--- src/rtl/clock_pkg.sv ---
// Shared types and default timing for the clock front panel: lane FSM states,
// 65.536 kHz timing defaults and key lane indices.
package clock_pkg;

    typedef enum logic [1:0] {
        RELEASED = 2'd0,
        PRESSED  = 2'd1,
        HELD     = 2'd2
    } lane_state_t;

    localparam int unsigned DB_CYCLES_20MS = 1311;
    localparam int unsigned LONG_1S        = 65536;
    localparam int unsigned REPEAT_250MS   = 16384;

    localparam int unsigned KEY_MODE = 0;
    localparam int unsigned KEY_ADD  = 1;

endpackage

--- src/rtl/key_debounce_lane.sv ---
// One key lane: 2-flop synchroniser, debounce counter, and RELEASED/PRESSED/HELD
// FSM producing registered press, release, long-press and auto-repeat pulses.
module key_debounce_lane
    import clock_pkg::*;
#(
    parameter int unsigned ACTIVE_LOW    = 0,
    parameter int unsigned DB_CYCLES     = DB_CYCLES_20MS,
    parameter int unsigned LONG_CYCLES   = LONG_1S,
    parameter int unsigned REPEAT_CYCLES = REPEAT_250MS,
    parameter bit          REPEAT_EN     = 1'b0
) (
    input  logic clock,
    input  logic reset,
    input  logic key_raw,
    output logic key_level,
    output logic key_down,
    output logic key_up,
    output logic key_long,
    output logic key_repeat
);

    localparam int unsigned DB_W   = (DB_CYCLES > 1)     ? $clog2(DB_CYCLES)     : 1;
    localparam int unsigned HOLD_W = (LONG_CYCLES > 1)   ? $clog2(LONG_CYCLES)   : 1;
    localparam int unsigned REP_W  = (REPEAT_CYCLES > 1) ? $clog2(REPEAT_CYCLES) : 1;

    logic              raw_c;
    logic              sync1_q, sync1_d, sync2_q, sync2_d;
    logic              level_q, level_d;
    logic [DB_W-1:0]   db_q, db_d;
    logic [HOLD_W-1:0] hold_q, hold_d;
    logic [REP_W-1:0]  rep_q, rep_d;
    logic              down_q, down_d, up_q, up_d, long_q, long_d, rpt_q, rpt_d;
    logic              accept_c, press_c, release_c, long_hit_c, rep_hit_c;
    lane_state_t       state_q, state_d;

    assign raw_c = (ACTIVE_LOW != 0) ? ~key_raw : key_raw;

    // Debounce: accept a level change after DB_CYCLES consecutive differing samples.
    always_comb begin
        sync1_d  = raw_c;
        sync2_d  = sync1_q;
        db_d     = db_q;
        level_d  = level_q;
        accept_c = 1'b0;
        if (sync2_q == level_q) begin
            db_d = '0;
        end else if (db_q == DB_W'(DB_CYCLES - 1)) begin
            db_d     = '0;
            level_d  = ~level_q;
            accept_c = 1'b1;
        end else begin
            db_d = db_q + DB_W'(1);
        end
    end

    assign press_c    = accept_c &  sync2_q;
    assign release_c  = accept_c & ~sync2_q;
    assign long_hit_c = (hold_q == HOLD_W'(LONG_CYCLES - 1));
    assign rep_hit_c  = (rep_q == REP_W'(REPEAT_CYCLES - 1));

    always_ff @(posedge clock or negedge reset) begin
        if (!reset) begin
            state_q <= RELEASED;
        end else begin
            state_q <= state_d;
        end
    end

    always_comb begin
        state_d = state_q;
        case (state_q)
            RELEASED: if (press_c) state_d = PRESSED;
            PRESSED: begin
                if (release_c)       state_d = RELEASED;
                else if (long_hit_c) state_d = HELD;
            end
            HELD:     if (release_c) state_d = RELEASED;
            default:  state_d = RELEASED;
        endcase
    end

    // Counters and pulses; an accepted release masks a coincident long/repeat tick.
    always_comb begin
        hold_d = '0;
        rep_d  = '0;
        down_d = 1'b0;
        up_d   = 1'b0;
        long_d = 1'b0;
        rpt_d  = 1'b0;
        case (state_q)
            RELEASED: down_d = press_c;
            PRESSED: begin
                up_d = release_c;
                if (!release_c) begin
                    long_d = long_hit_c;
                    hold_d = long_hit_c ? '0 : hold_q + HOLD_W'(1);
                end
            end
            HELD: begin
                up_d = release_c;
                if (!release_c && REPEAT_EN) begin
                    rpt_d = rep_hit_c;
                    rep_d = rep_hit_c ? '0 : rep_q + REP_W'(1);
                end
            end
            default: ;
        endcase
    end

    always_ff @(posedge clock or negedge reset) begin
        if (!reset) begin
            sync1_q <= 1'b0;
            sync2_q <= 1'b0;
            level_q <= 1'b0;
            db_q    <= '0;
            hold_q  <= '0;
            rep_q   <= '0;
            down_q  <= 1'b0;
            up_q    <= 1'b0;
            long_q  <= 1'b0;
            rpt_q   <= 1'b0;
        end else begin
            sync1_q <= sync1_d;
            sync2_q <= sync2_d;
            level_q <= level_d;
            db_q    <= db_d;
            hold_q  <= hold_d;
            rep_q   <= rep_d;
            down_q  <= down_d;
            up_q    <= up_d;
            long_q  <= long_d;
            rpt_q   <= rpt_d;
        end
    end

    assign key_level  = level_q;
    assign key_down   = down_q;
    assign key_up     = up_q;
    assign key_long   = long_q;
    assign key_repeat = rpt_q;

endmodule

--- src/rtl/key_debounce.sv ---
// Push-button front end: NUM_KEYS independent debounced lanes emitting
// press/release/long/repeat pulses for the clock mode and time-set logic.
module key_debounce
    import clock_pkg::*;
#(
    parameter int unsigned          NUM_KEYS      = 2,
    parameter int unsigned          ACTIVE_LOW    = 0,
    parameter int unsigned          DB_CYCLES     = DB_CYCLES_20MS,
    parameter int unsigned          LONG_CYCLES   = LONG_1S,
    parameter int unsigned          REPEAT_CYCLES = REPEAT_250MS,
    parameter logic [NUM_KEYS-1:0]  REPEAT_MASK   = NUM_KEYS'(1 << KEY_ADD)
) (
    input  logic                clock,
    input  logic                reset,
    input  logic [NUM_KEYS-1:0] key_raw,
    output logic [NUM_KEYS-1:0] key_level,
    output logic [NUM_KEYS-1:0] key_down,
    output logic [NUM_KEYS-1:0] key_up,
    output logic [NUM_KEYS-1:0] key_long,
    output logic [NUM_KEYS-1:0] key_repeat
);

    for (genvar i = 0; i < NUM_KEYS; i++) begin : g_lane
        key_debounce_lane #(
            .ACTIVE_LOW    (ACTIVE_LOW),
            .DB_CYCLES     (DB_CYCLES),
            .LONG_CYCLES   (LONG_CYCLES),
            .REPEAT_CYCLES (REPEAT_CYCLES),
            .REPEAT_EN     (REPEAT_MASK[i])
        ) u_lane (
            .clock      (clock),
            .reset      (reset),
            .key_raw    (key_raw[i]),
            .key_level  (key_level[i]),
            .key_down   (key_down[i]),
            .key_up     (key_up[i]),
            .key_long   (key_long[i]),
            .key_repeat (key_repeat[i])
        );
    end

endmodule
--- config.mk ---
export PLATFORM = sky130hd
export DESIGN_NAME = key_debounce
export DESIGN_NICKNAME = d
export VERILOG_FILES = /design/src/rtl/clock_pkg.sv /design/src/rtl/key_debounce_lane.sv /design/src/rtl/key_debounce.sv
export SDC_FILE = /design/constraint.sdc
export NUM_CORES = 1
export LEC_CHECK = 0
export CORE_UTILIZATION = 60
export DETAILED_ROUTE_END_ITERATION = 10
export PLACE_DENSITY = 0.88
export RECOVER_POWER = 100
export SLEW_MARGIN = 20
export SYNTH_ARGS = -nofsm -noshare
export SYNTH_HDL_FRONTEND = slang
export SYNTH_HIERARCHICAL = 1
export SYNTH_SLANG_ARGS = --single-unit
--- constraint.sdc ---
create_clock -name clock -period 3.2 [get_ports clock]
set_input_delay 0.64 -clock clock [delete_from_list [all_inputs] [get_ports clock]]
set_output_delay 0.64 -clock clock [all_outputs]
set_load 0.005 [all_outputs]
==> impl_metrics.json <==
{
  "worstHoldStart": "g_lane[1].u_lane/sync1_q",
  "finalPower_mw": 1.847,
  "path_max_fanout": 11,
  "fin_ws_ns": 0.5892,
  "synth.top_cell.area_share": 0.5067,
  "cts_buffer_depth": 2,
  "r2r_slack_ns": 0.59,
  "synth_nets": 424,
  "min_path_type": "register to register",
  "start_kind": "register",
  "skew_ns": 0.01031,
  "vdd_drop_max_mv": 0.3828,
  "postRouteWirelength_mm": 7.524,
  "drt_iter0_markers": 139,
  "wire_per_inst_um": 14.39,
  "stdcell_count": 523,
  "layout_min_cycle_time_ns": 2.611,
  "holdWs_ns": 0.3523,
  "holdPathStages": 0,
  "cp.required_ns": 3.43,
  "synthArstFlopShare": 1.000,
  "layout.nets": 440,
  "core_sq_um": 6794,
  "dp_hpwl_mm": 5.093,
  "rsz0062_at_grt": "no",
  "min_to": "g_lane[1].u_lane/sync2_q",
  "grt.overflow.total": 0,
  "grt_pass1_vias": 2933,
  "seq_area_frac_synth": 0.5067,
  "antenna_found_initial": 0,
  "syn_to_final_growth_pct": 8.227,
  "r2r-end": "g_lane[1].u_lane/rep_q[3]",
  "yosysWarnings": 6,
  "ant_nets": 0,
  "status": "complete, but fails checks",
  "synthCells": 407,
  "diodes": 0,
  "synth_ff_type": "dfrtp_1",
  "rows": 30,
  "place_area_sq_um": 4388,
  "grt_pass1_wl_mm": 12.98,
  "cts_tree": "built",
  "route.vias.total": 2962,
  "r2r_cells": 6,
  "place_congestion": 0.8099,
  "synth_edf_count": 0,
  "critical_path_class": "register to register",
  "grt_max_degree": 86,
  "ys_ff_latch": 85,
  "viasPerCell": 5.663,
  "layout-drive-gt1-share": 0.04684,
  "tns_ns": 0,
  "dieWidth_um": 85.65,
  "cts_buffers": 9,
  "finalCritPeriodShare": 0.8159,
  "final_area_sq_um": 4543,
  "clk_latency_ns": 0.35,
  "dp_slack_ns": 0.9400,
  "violations": "max-capacitance violations, max-slew violations",
  "worstPathArrival_ns": 2.84,
  "dieArea_sq_um": 7335,
  "final_cell_mix": "85 x dfrtp_1, 80 x nor2_1, 28 x xor2_1, 28 x xnor2_1, 25 x nand3_1",
  "setup_viol": 0,
  "dpl.cell_count": 508,
  "firstDrtPassIters": 4,
  "cts_num_sinks": 85,
  "avgSynthCellArea_sq_um": 10.31,
  "die_y_um": 85.65,
  "clkTransAtPathRegs_ns": 0.08,
  "initial_utilization": 0.6179,
  "cts-root-buf": "clkbuf_8",
  "max-cap-violations": 1,
  "holdBufCountCts": 0,
  "ys_top_cells_by_area": "dfrtp_1 51%, nor2_1 7.2%, xnor2_1 5.8%, xor2_1 5.8%, ha_1 3.9%",
  "portBuffers": 12,
  "power_density_nw_per_um2": 406.6,
  "yosys.area.top_type": "dfrtp_1",
  "p_leak_nw": 1.867,
  "h-tree-depth": 3,
  "grt_use_total": 0.2257,
  "timing.slew.headroom": -0.3402,
  "tightest_slew_ns": 2.010,
  "maxSlewViolCount": 86,
  "post-cts-setup-buffer-count": 0,
  "drc": 0,
  "finalHoldViolCount": 0,
  "endpoint_kind": "register",
  "ctsResizeCount": 0,
  "post_synth_num_cell_types": 49,
  "mostFrequentLayoutCell": "dfrtp_1",
  "netlist_area_sq_um": 4198,
  "final_core_util": 0.6687,
  "fmax_mhz": 383.0,
  "ios": 14,
  "r2r-start": "g_lane[1].u_lane/db_q[0]"
}
## metal layers
metal	global-route usage	vias to the layer above	share of wire
met5	0	-	0
met2	0.3913	70	0.52
met4	0.07273	0	0.014
met3	0.06352	16	0.039
met1	0.2735	1431	0.43
li1	-	1445	-
## cells by family after synthesis
family / Yosys count / share of synthesized area
and+or+nand+nor: 207 / 0.2548
buffers and inverters: 22 / 0.02474
AOI/OAI and AO/OA: 21 / 0.05187
other: 1 / 0.0008933
adders and majority gates: 13 / 0.03875
xor gates and xnor gates: 56 / 0.1168
muxes: 2 / 0.005365
DFF: 85 / 0.5067
## worst max-delay path, stage by stage (launching register included)
cell and delay, ns:
dfrtp_1 0.45, inv_1 0.10, ha_1 0.15, or4b_1 0.54, o41ai_1 0.80, a31o_2 0.36, nor2_1 0.08
## worst max-delay path by stage
| stage | from | endpoint | slack [ns] |
|---|---|---|---|
| floorplan | g_lane[1].u_lane/db_q[0] | g_lane[1].u_lane/hold_q[10] | 1.24 |
| global route | g_lane[1].u_lane/db_q[0] | g_lane[1].u_lane/rep_q[2] | 0.44 |
| detailed placement | g_lane[1].u_lane/db_q[0] | g_lane[1].u_lane/db_q[3] | 0.94 |
| global placement | g_lane[1].u_lane/db_q[0] | g_lane[1].u_lane/hold_q[10] | 1.01 |
| CTS | g_lane[1].u_lane/db_q[0] | g_lane[1].u_lane/db_q[3] | 0.90 |
| finish | g_lane[1].u_lane/db_q[0] | g_lane[1].u_lane/rep_q[3] | 0.59 |
## flip-flops by register name, indices dropped and copies added (netlist names)
signal and flops:
g_lane.u_lane/key_up 2, g_lane.u_lane/db_q 22, g_lane.u_lane/key_repeat 1, g_lane.u_lane/key_long 2, g_lane.u_lane/rep_q 14, g_lane.u_lane/hold_q 32
g_lane.u_lane/sync2_q 2, g_lane.u_lane/key_down 2, g_lane.u_lane/sync1_q 2, g_lane.u_lane/key_level 2, g_lane.u_lane/state_q 4
## layout make-up
cell class / count / area, sq um
inverters: 15 / 56.30
multi-input cells: 300 / 1944
flip-flops and latches: 85 / 2127
fillers: 532 / 2251
clock inverters: 5 / 52.55
clock buffers: 10 / 127.6
well taps: 96 / 120.1
repair buffers: 12 / 115.1
## cell usage after synthesis, types with 4 or more instances
master   number
dfrtp_1      85
and3_1        8
xor2_1       28
nor4_1       10
nand4_1      22
nand2_1      16
inv_1        15
nor2_1       80
nor3_1       13
nor3b_1       4
ha_1         13
xnor2_1      28
and4_1        7
a21oi_1       4
nand3_1      25
## where the power goes
part,leakage (nW),internal (mW),total [mW],switching [mW]
Combinational,0.602,0.0120,0.0459,0.0339
Sequential,1.17,1.08,1.09,0.0110
Clock,0.0919,0.353,0.708,0.356
(Power assumes the default switching activity.)
